$ cat src/rtl/hazard_ctrl_mc_if.sv
// Hazard-unit bundle: pipeline status in, stage-register controls out.
//   master: pipeline side, drives register numbers, stage status and cache misses.
//   slave : hazard unit, drives Stall*/Flush* controls, Forward1E/2E and MdBusy.
interface hazard_ctrl_mc_if #(
  parameter int unsigned AW = 5
);
  logic          ICacheMiss, DCacheMiss;
  logic          BranchE, JalrE, JalD;
  logic          MulDivE;
  logic [AW-1:0] Rs1D, Rs2D, Rs1E, Rs2E, RdE, RdM, RdW;
  logic [1:0]    RegReadE;
  logic          MemToRegE, RegWriteE;
  logic [2:0]    RegWriteM, RegWriteW;
  logic          StallF, FlushF, StallD, FlushD, StallE, FlushE;
  logic          StallM, FlushM, StallW, FlushW;
  logic [1:0]    Forward1E, Forward2E;
  logic          MdBusy;

  modport master (
    output ICacheMiss, DCacheMiss, BranchE, JalrE, JalD, MulDivE,
           Rs1D, Rs2D, Rs1E, Rs2E, RdE, RdM, RdW, RegReadE,
           MemToRegE, RegWriteE, RegWriteM, RegWriteW,
    input  StallF, FlushF, StallD, FlushD, StallE, FlushE,
           StallM, FlushM, StallW, FlushW, Forward1E, Forward2E, MdBusy
  );

  modport slave (
    input  ICacheMiss, DCacheMiss, BranchE, JalrE, JalD, MulDivE,
           Rs1D, Rs2D, Rs1E, Rs2E, RdE, RdM, RdW, RegReadE,
           MemToRegE, RegWriteE, RegWriteM, RegWriteW,
    output StallF, FlushF, StallD, FlushD, StallE, FlushE,
           StallM, FlushM, StallW, FlushW, Forward1E, Forward2E, MdBusy
  );
endinterface

$ cat src/rtl/hazard_ctrl_mc.sv
// Hazard controller for a 5-stage pipeline with a multi-cycle mul/div EX unit.
// Ports:
//   clk      : single clock, state on rising edge
//   CpuRst_n : asynchronous active-low reset; while low all Flush=1, Stall=0
//   hz       : hazard_ctrl_mc_if.slave bundle (status in, controls out)
// Parameters: AW register-address width, MD_LAT mul/div EX occupancy (2..15).
// Optional macro HAZARD_FORWARD_EN: enables MEM/WB forwarding into EX. When
// undefined, forwarding is tied off and RAW hazards against EX/MEM stall in ID.
// Priority: reset > cache miss > mul/div stall > branch/jalr flush > data stall > jal.
module hazard_ctrl_mc #(
  parameter int unsigned AW     = 5,
  parameter int unsigned MD_LAT = 4
) (
  input logic             clk,
  input logic             CpuRst_n,
  hazard_ctrl_mc_if.slave hz
);

  typedef enum logic [0:0] {StIdle, StMdRun} state_e;

  // First cycle is spent in StIdle, last with cnt==0, so load MD_LAT-2.
  localparam logic [3:0] CntInit = 4'(MD_LAT - 2);

  state_e     state_q, state_d;
  logic [3:0] cnt_q, cnt_d;

  logic [AW-1:0] rs1d, rs2d, rde, rdm;
  logic          miss, md_stall, load_use, data_stall;
  logic [1:0]    fwd1, fwd2;

  assign rs1d = hz.Rs1D;
  assign rs2d = hz.Rs2D;
  assign rde  = hz.RdE;
  assign rdm  = hz.RdM;
  assign miss = hz.ICacheMiss | hz.DCacheMiss;

  // x0 is never a producer.
  function automatic logic rd_hit(logic [AW-1:0] rd, logic [AW-1:0] rs);
    return (rd != '0) && (rd == rs);
  endfunction

  assign load_use = hz.MemToRegE && (rd_hit(rde, rs1d) || rd_hit(rde, rs2d));

`ifdef HAZARD_FORWARD_EN
  logic [AW-1:0] rs1e, rs2e, rdw;
  assign rs1e = hz.Rs1E;
  assign rs2e = hz.Rs2E;
  assign rdw  = hz.RdW;

  assign data_stall = load_use;

  // MEM result is younger than WB, so it wins.
  always_comb begin
    fwd1 = 2'b00;
    fwd2 = 2'b00;
    if (hz.RegReadE[1] && (hz.RegWriteM != 3'b0) && rd_hit(rdm, rs1e)) begin
      fwd1 = 2'b10;
    end else if (hz.RegReadE[1] && (hz.RegWriteW != 3'b0) && rd_hit(rdw, rs1e)) begin
      fwd1 = 2'b01;
    end
    if (hz.RegReadE[0] && (hz.RegWriteM != 3'b0) && rd_hit(rdm, rs2e)) begin
      fwd2 = 2'b10;
    end else if (hz.RegReadE[0] && (hz.RegWriteW != 3'b0) && rd_hit(rdw, rs2e)) begin
      fwd2 = 2'b01;
    end
  end
`else
  // WB needs no check: the register file writes through to the ID read.
  assign data_stall = load_use
                    || (hz.RegWriteE && (rd_hit(rde, rs1d) || rd_hit(rde, rs2d)))
                    || ((hz.RegWriteM != 3'b0) && (rd_hit(rdm, rs1d) || rd_hit(rdm, rs2d)));
  assign fwd1 = 2'b00;
  assign fwd2 = 2'b00;

  logic unused_fwd;
  assign unused_fwd = ^{hz.Rs1E, hz.Rs2E, hz.RdW, hz.RegReadE, hz.RegWriteW};
`endif

  // State register.
  always_ff @(posedge clk or negedge CpuRst_n) begin
    if (!CpuRst_n) begin
      state_q <= StIdle;
      cnt_q   <= 4'd0;
    end else begin
      state_q <= state_d;
      cnt_q   <= cnt_d;
    end
  end

  // Next state; a cache miss freezes the FSM entirely.
  always_comb begin
    state_d = state_q;
    cnt_d   = cnt_q;
    if (!miss) begin
      unique case (state_q)
        StIdle: begin
          if (hz.MulDivE) begin
            state_d = StMdRun;
            cnt_d   = CntInit;
          end
        end
        StMdRun: begin
          if (cnt_q != 4'd0) begin
            cnt_d = cnt_q - 4'd1;
          end else begin
            state_d = StIdle;
          end
        end
        default: state_d = StIdle;
      endcase
    end
  end

  assign md_stall = !miss && (((state_q == StIdle) && hz.MulDivE) ||
                              ((state_q == StMdRun) && (cnt_q != 4'd0)));

  // Outputs.
  always_comb begin
    hz.StallF    = 1'b0;
    hz.StallD    = 1'b0;
    hz.StallE    = 1'b0;
    hz.StallM    = 1'b0;
    hz.StallW    = 1'b0;
    hz.FlushF    = 1'b0;
    hz.FlushD    = 1'b0;
    hz.FlushE    = 1'b0;
    hz.FlushM    = 1'b0;
    hz.FlushW    = 1'b0;
    hz.Forward1E = 2'b00;
    hz.Forward2E = 2'b00;
    hz.MdBusy    = 1'b0;
    if (!CpuRst_n) begin
      hz.FlushF = 1'b1;
      hz.FlushD = 1'b1;
      hz.FlushE = 1'b1;
      hz.FlushM = 1'b1;
      hz.FlushW = 1'b1;
    end else begin
      hz.Forward1E = fwd1;
      hz.Forward2E = fwd2;
      hz.MdBusy    = (state_q == StMdRun);
      if (miss) begin
        hz.StallF = 1'b1;
        hz.StallD = 1'b1;
        hz.StallE = 1'b1;
        hz.StallM = 1'b1;
        hz.StallW = 1'b1;
      end else if (md_stall) begin
        // Hold F/D/E and feed a bubble into MEM while the unit iterates.
        hz.StallF = 1'b1;
        hz.StallD = 1'b1;
        hz.StallE = 1'b1;
        hz.FlushM = 1'b1;
      end else if (hz.BranchE || hz.JalrE) begin
        hz.FlushD = 1'b1;
        hz.FlushE = 1'b1;
      end else if (data_stall) begin
        hz.StallF = 1'b1;
        hz.StallD = 1'b1;
        hz.FlushE = 1'b1;
      end else if (hz.JalD) begin
        hz.FlushD = 1'b1;
      end
    end
  end

endmodule

$ cat src/flat_wrapper.sv
// flat-port wrapper written by rule: the top's interface ports become plain ports
module hazard_ctrl_mc_flat 
#(
  parameter int unsigned AW     = 5,
  parameter int unsigned MD_LAT = 4
)
  (clk, CpuRst_n, hz_ICacheMiss, hz_DCacheMiss, hz_BranchE, hz_JalrE, hz_JalD, hz_MulDivE, hz_Rs1D, hz_Rs2D, hz_Rs1E, hz_Rs2E, hz_RdE, hz_RdM, hz_RdW, hz_RegReadE, hz_MemToRegE, hz_RegWriteE, hz_RegWriteM, hz_RegWriteW, hz_StallF, hz_FlushF, hz_StallD, hz_FlushD, hz_StallE, hz_FlushE, hz_StallM, hz_FlushM, hz_StallW, hz_FlushW, hz_Forward1E, hz_Forward2E, hz_MdBusy);
  hazard_ctrl_mc_if #(.AW(AW)) hz_i ();
  input logic clk;
  input logic CpuRst_n;
  input wire logic [$bits(hz_i.ICacheMiss)-1:0] hz_ICacheMiss;
  input wire logic [$bits(hz_i.DCacheMiss)-1:0] hz_DCacheMiss;
  input wire logic [$bits(hz_i.BranchE)-1:0] hz_BranchE;
  input wire logic [$bits(hz_i.JalrE)-1:0] hz_JalrE;
  input wire logic [$bits(hz_i.JalD)-1:0] hz_JalD;
  input wire logic [$bits(hz_i.MulDivE)-1:0] hz_MulDivE;
  input wire logic [$bits(hz_i.Rs1D)-1:0] hz_Rs1D;
  input wire logic [$bits(hz_i.Rs2D)-1:0] hz_Rs2D;
  input wire logic [$bits(hz_i.Rs1E)-1:0] hz_Rs1E;
  input wire logic [$bits(hz_i.Rs2E)-1:0] hz_Rs2E;
  input wire logic [$bits(hz_i.RdE)-1:0] hz_RdE;
  input wire logic [$bits(hz_i.RdM)-1:0] hz_RdM;
  input wire logic [$bits(hz_i.RdW)-1:0] hz_RdW;
  input wire logic [$bits(hz_i.RegReadE)-1:0] hz_RegReadE;
  input wire logic [$bits(hz_i.MemToRegE)-1:0] hz_MemToRegE;
  input wire logic [$bits(hz_i.RegWriteE)-1:0] hz_RegWriteE;
  input wire logic [$bits(hz_i.RegWriteM)-1:0] hz_RegWriteM;
  input wire logic [$bits(hz_i.RegWriteW)-1:0] hz_RegWriteW;
  output wire logic [$bits(hz_i.StallF)-1:0] hz_StallF;
  output wire logic [$bits(hz_i.FlushF)-1:0] hz_FlushF;
  output wire logic [$bits(hz_i.StallD)-1:0] hz_StallD;
  output wire logic [$bits(hz_i.FlushD)-1:0] hz_FlushD;
  output wire logic [$bits(hz_i.StallE)-1:0] hz_StallE;
  output wire logic [$bits(hz_i.FlushE)-1:0] hz_FlushE;
  output wire logic [$bits(hz_i.StallM)-1:0] hz_StallM;
  output wire logic [$bits(hz_i.FlushM)-1:0] hz_FlushM;
  output wire logic [$bits(hz_i.StallW)-1:0] hz_StallW;
  output wire logic [$bits(hz_i.FlushW)-1:0] hz_FlushW;
  output wire logic [$bits(hz_i.Forward1E)-1:0] hz_Forward1E;
  output wire logic [$bits(hz_i.Forward2E)-1:0] hz_Forward2E;
  output wire logic [$bits(hz_i.MdBusy)-1:0] hz_MdBusy;
  assign hz_i.ICacheMiss = hz_ICacheMiss;
  assign hz_i.DCacheMiss = hz_DCacheMiss;
  assign hz_i.BranchE = hz_BranchE;
  assign hz_i.JalrE = hz_JalrE;
  assign hz_i.JalD = hz_JalD;
  assign hz_i.MulDivE = hz_MulDivE;
  assign hz_i.Rs1D = hz_Rs1D;
  assign hz_i.Rs2D = hz_Rs2D;
  assign hz_i.Rs1E = hz_Rs1E;
  assign hz_i.Rs2E = hz_Rs2E;
  assign hz_i.RdE = hz_RdE;
  assign hz_i.RdM = hz_RdM;
  assign hz_i.RdW = hz_RdW;
  assign hz_i.RegReadE = hz_RegReadE;
  assign hz_i.MemToRegE = hz_MemToRegE;
  assign hz_i.RegWriteE = hz_RegWriteE;
  assign hz_i.RegWriteM = hz_RegWriteM;
  assign hz_i.RegWriteW = hz_RegWriteW;
  assign hz_StallF = hz_i.StallF;
  assign hz_FlushF = hz_i.FlushF;
  assign hz_StallD = hz_i.StallD;
  assign hz_FlushD = hz_i.FlushD;
  assign hz_StallE = hz_i.StallE;
  assign hz_FlushE = hz_i.FlushE;
  assign hz_StallM = hz_i.StallM;
  assign hz_FlushM = hz_i.FlushM;
  assign hz_StallW = hz_i.StallW;
  assign hz_FlushW = hz_i.FlushW;
  assign hz_Forward1E = hz_i.Forward1E;
  assign hz_Forward2E = hz_i.Forward2E;
  assign hz_MdBusy = hz_i.MdBusy;
  hazard_ctrl_mc #(.AW(AW), .MD_LAT(MD_LAT)) u_core (.clk(clk), .CpuRst_n(CpuRst_n), .hz(hz_i));
endmodule
$ cat config.mk
export PLATFORM = sky130hd
export DESIGN_NAME = hazard_ctrl_mc_flat
export DESIGN_NICKNAME = d
export VERILOG_FILES = /design/src/rtl/hazard_ctrl_mc_if.sv /design/src/rtl/hazard_ctrl_mc.sv /design/src/flat_wrapper.sv
export SDC_FILE = /design/constraint.sdc
export NUM_CORES = 1
export LEC_CHECK = 0
export ABC_AREA = 1
export CELL_PAD_IN_SITES_DETAIL_PLACEMENT = 1
export CELL_PAD_IN_SITES_GLOBAL_PLACEMENT = 2
export CORE_MARGIN = 1
export CORE_UTILIZATION = 13
export DETAILED_ROUTE_END_ITERATION = 8
export PLACE_DENSITY_LB_ADDON = 0.1
export SLEW_MARGIN = 20
export SYNTH_ARGS = -nofsm -noshare
export SYNTH_HDL_FRONTEND = slang
export SYNTH_SLANG_ARGS = --single-unit
$ cat constraint.sdc
create_clock -name clk -period 1.6 [get_ports clk]
set_input_delay 0.16 -clock clk [delete_from_list [all_inputs] [get_ports clk]]
set_output_delay 0.16 -clock clk [all_outputs]
set_load 0.03 [all_outputs]
# Word-level counts from Yosys, hierarchy flattened
# Cells that the tools add are included.
dict set report classes {
  add_sub_neg 1
  eq_ne 6
  n_mux 30
  bitwise_logic 3
  reduce_logical 22
}
# cell count
set op_table {}
lappend op_table {{1-bit two-way mux} 26}
lappend op_table {{5-bit == test} 4}
lappend op_table {{1-bit logical AND} 10}
lappend op_table {{5-bit nonzero test} 2}
lappend op_table {{4-bit two-way mux} 2}
lappend op_table {{4-bit one-hot mux with 2 select lines} 1}
lappend op_table {{1-bit logical OR} 6}
lappend op_table {{2-bit != test, second input constant} 2}
lappend op_table {{4-bit nonzero test} 1}
lappend op_table {{4-bit by 1-bit subtractor with 4-bit output, second input constant} 1}
lappend op_table {{3-bit AND reduction} 1}
lappend op_table {{3-bit nonzero test} 1}
lappend op_table {{1-bit inverter} 2}
lappend op_table {{1-bit one-hot mux with 2 select lines} 1}
lappend op_table {{1-bit logical NOT} 1}
lappend op_table {{1-bit OR} 1}
dict set report word_totals {
  regBits 5
  input_bits 53
  output_inout_bits 15
  wordCells 64
}

# Logic depth before layout (Yosys ltp)
dict set report logic_depth {
  depth_word 11
  mapped_depth 11
  ltp_nobuf 11
}

# Worst setup path after synthesis
# No wires, ideal clock.
dict set report synth_path {
  path_kind {register -> output}
  start {reg u_core.cnt_q[0]}
  end {out hz_StallF}
  arrival_ps 1833
  required_time_ps 1440
  setup_slack_ps -393
  stages_incl_launch_ff 9
  path_buffers 1
  path_cell_list {dfrtp_1 inv_1 ha_1 nand3_1 o21ai_2 a21oi_1 inv_1 nand2_2 buf_4}
}
dict set report synth_via {
  elab_chain_cells 7
}
# item line
set synth_rtl {}
lappend synth_rtl {{start, declared} hazard_ctrl_mc.sv:25} ;# logic [3:0] cnt_q, cnt_d;
lappend synth_rtl {{start signal, assigned} hazard_ctrl_mc.sv:86} ;# cnt_q <= cnt_d;
lappend synth_rtl {{4-bit nonzero test} hazard_ctrl_mc.sv:115} ;# ((state_q == StMdRun) && (cnt_q != 4'd0)));
lappend synth_rtl {{1-bit logical AND} hazard_ctrl_mc.sv:115}
lappend synth_rtl {{1-bit logical OR} hazard_ctrl_mc.sv:114} ;# assign md_stall = !miss && (((state_q == StIdle) && hz.MulDivE) ||
lappend synth_rtl {{1-bit logical AND} hazard_ctrl_mc.sv:114}
lappend synth_rtl {{1-bit two-way mux (3 in series)} n/a}
lappend synth_rtl {{end, declared} flat_wrapper.sv:29} ;# output wire logic [$bits(hz_i.StallF)-1:0] hz_StallF;
# No other way between the ends.

# Final worst setup path
dict set report layout_path {
  start {reg u_core.cnt_q[0]}
  end {out hz_FlushD}
}
dict set report layout_via {
  elab_chain_cells 7
}
# item line
set layout_rtl {}
lappend layout_rtl {{4-bit nonzero test} hazard_ctrl_mc.sv:115}
lappend layout_rtl {{1-bit logical AND} hazard_ctrl_mc.sv:115}
lappend layout_rtl {{1-bit logical OR} hazard_ctrl_mc.sv:114}
lappend layout_rtl {{1-bit logical AND} hazard_ctrl_mc.sv:114}
lappend layout_rtl {{1-bit two-way mux} hazard_ctrl_mc.sv:148} ;# end else if (md_stall) begin
lappend layout_rtl {{1-bit two-way mux} hazard_ctrl_mc.sv:142} ;# if (miss) begin
lappend layout_rtl {{1-bit two-way mux} hazard_ctrl_mc.sv:132} ;# if (!CpuRst_n) begin
lappend layout_rtl {{end, declared} flat_wrapper.sv:32} ;# output wire logic [$bits(hz_i.FlushD)-1:0] hz_FlushD;
# No other way between the ends.

==> results.cfg <==
[status]
status = finished with violations
failed_checks = setup timing

[finish]
final_cell_area_mm2 = 0.00143
area_delta_synth_final_pct = 84.1
n_antenna_cell = 0
drive_gt1_share_pct = 24.9
nets = 256
final_util_pct = 25.4

[critical_path]
crit_type = reg -> out
crit_fanout = 3
cp_data_arrival_time_ps = 1450
start_kind = flip-flop
end_kind = primary output
reg2regPathDepth = 7
critPathRequiredTime_ps = 1440

[synthesis]
synth_warnings = 0
synth_area_um2 = 778
synthCells = 147
synth-seq-cells = 5
ys_types = 20
postSynthAreaPerCell_um2 = 5.29
synth.yosys.seq_area_share_pct = 16.1

[routing]
postRouteAntennaNets = 0
drc = 0
totalWireLength_um = 2860
via_per_inst = 3.67
firstDrtPassIters = 4
drt_iter0_markers = 19
vias = 1003
wl_per_cell_um = 10.5

[global_route]
grt_max_degree = 8
grt_pass1_wl_um = 4770
antenna_found_initial = 0
overflow = 0
track_usage_pct = 9.63
first_global_vias = 1031

[cts]
cts.clk_slew.worst_paths_ps = 40
clock_sinks = 5
cts_made_buffers = 3
insertion_delay_ps = 220
htree_levels = 1
clockRootBuffer = clkbuf_8
cts_tree = done
clock_path_buffers = 2

[placement]
placed_area_mm2 = 0.00132
hpwl_um = 2530
port_buffers = 43
gp_congestion = 0.739

[sta]
period_share_pct = 101
finalCriticalPeriod_ps = 1610
finalHoldViolCount = 0
rsz0062_at_grt = yes
setup_slack_ps = -9.41
slew_viol_final = 0
clock.fmax_mhz = 621
fin_skew_ps = 1.91
setup-violations-final = 2

[job]
maxCapViolCount = 0

[floorplan]
die_y_um = 79.4
die_w_um = 79.4
coreArea_mm2 = 0.00564
row_count = 27
fp.dieArea_mm2 = 0.00630
start_util_pct = 13.8
io_pins = 68

[power]
peakVddDrop_mv = 0.265
cellPowerDensity_mw_per_mm2 = 711
p_leak_nw = 0.790

[worst_hold_path]
hold_class = in -> async
-- synthesized netlist by cell type --
library cell / instances / share of area (%)
nand2_1: 56 / 27
nor2_4: 1 / 1.4
inv_1: 32 / 15
nand2_2: 2 / 1.6
xor2_1: 2 / 2.3
ha_1: 1 / 1.6
nand4_1: 1 / 0.80
xnor2_1: 5 / 5.6
o21ai_2: 1 / 1.1
conb_1: 1 / 0.48
buf_4: 7 / 6.8
nand3_1: 6 / 3.9
a22oi_1: 1 / 0.96
dfrtp_1: 5 / 16
nor2_1: 14 / 6.8
a21oi_1: 3 / 1.9
nor3_1: 3 / 1.9
o21bai_1: 1 / 0.96
o21ai_0: 4 / 2.6
nor2_2: 1 / 0.80
-- kinds of logic (layout without fill, tap and decap cells) --
family                     count (synthesis)  after routing  synth area share (%)
and+or+nand+nor                           84             84                  44.2
buffers and inverters                     39             90                  22.2
AOI/OAI and AO/OA                         10             10                  7.56
xor gates and xnor gates                   7              7                  7.88
DFF                                        5              5                  16.1
adders and majority gates                  1              1                  1.61
other                                      1              4                 0.482
-- where the power goes --
part | internal [W] | switching, W | total [W]
Combinational | 0.000258 | 0.000300 | 0.000558
Clock | 0.000171 | 0.0000637 | 0.000235
Sequential | 0.000174 | 0.0000524 | 0.000226
-- sequential cells by signal, summed over array words and instances, names as in the netlist --
name,flops
u_core.cnt_q,4
u_core.state_q,1
-- per-layer routing --
metal	vias up	part of all wire, %	wire length, µm	global-route usage [%]
met5	-	0	0	0
met4	0	0	0	1.64
met3	0	4.7	133	1.60
met2	24	50	1430	17.5
met1	448	45	1290	11.9
li1	531	-	-	-
-- final cells by class --
cell class	count	area (µm²)
clock buffer	4	45.0
inverter	32	123
multi-input combinational	106	581
tap	72	90.1
sequential	5	125
fill	719	4210
timing repair buffer	54	469
-- stage by stage --
step / TNS [ps] / worst slack (ps) / instances / hold WS, ps / power (W)
finish: -18.7 / -9.41 / 273 / 300 / 0.00102
global route: -382 / -100 / 273 / 315 / 0.00112
CTS: -38.8 / -23.5 / 273 / 301 / 0.00102
detailed placement: -1100 / -305 / 267 / 532 / 0.000699
global placement: -1090 / -299 / 267 / 518 / 0.000682
floorplan: 0 / 10.7 / 150 / -136 / 0.000498
-- worst max-delay path, cell delays in order, from the launching register on --
cell     delay [ps]
dfrtp_1         390
inv_2            90
ha_4            150
nand3_4          80
o21ai_4         100
a21oi_4          80
inv_2            80
nand2_4          60
nor2_4           80
buf_6           130
-- layout by cell type (no fill, tap or decap), types with 4 or more instances in the layout --
master,synthesis,layout
nor2_1,14,11
conb_1,1,4
nand2_1,56,52
inv_1,32,26
inv_2,0,5
nand3_1,6,5
xnor2_1,5,4
buf_4,7,19
clkdlybuf4s50_1,0,11
dfrtp_1,5,5
dlygate4sd2_1,0,18
nand2_2,2,5
-- what timing repair did --
item,4_1_cts,5_1_grt
hold buffers,0,0
endpoints found under the setup margin,6,5
buffers inserted,2,0
pin swaps,8,2
resized for setup,41,9
-- path summary, 6_finish.rpt --
kind	endpoint	slack [ps]	start
min in group clk	u_core.cnt_q[2]	580	u_core.cnt_q[2]
min	u_core.state_q	300	CpuRst_n
max in group asynchronous	u_core.cnt_q[0]	1180	CpuRst_n
min reg2reg	u_core.cnt_q[2]	580	u_core.cnt_q[2]
max	hz_FlushD	-9	u_core.cnt_q[0]
max reg2reg	u_core.cnt_q[0]	260	u_core.cnt_q[0]
(Power assumes the default switching activity.)
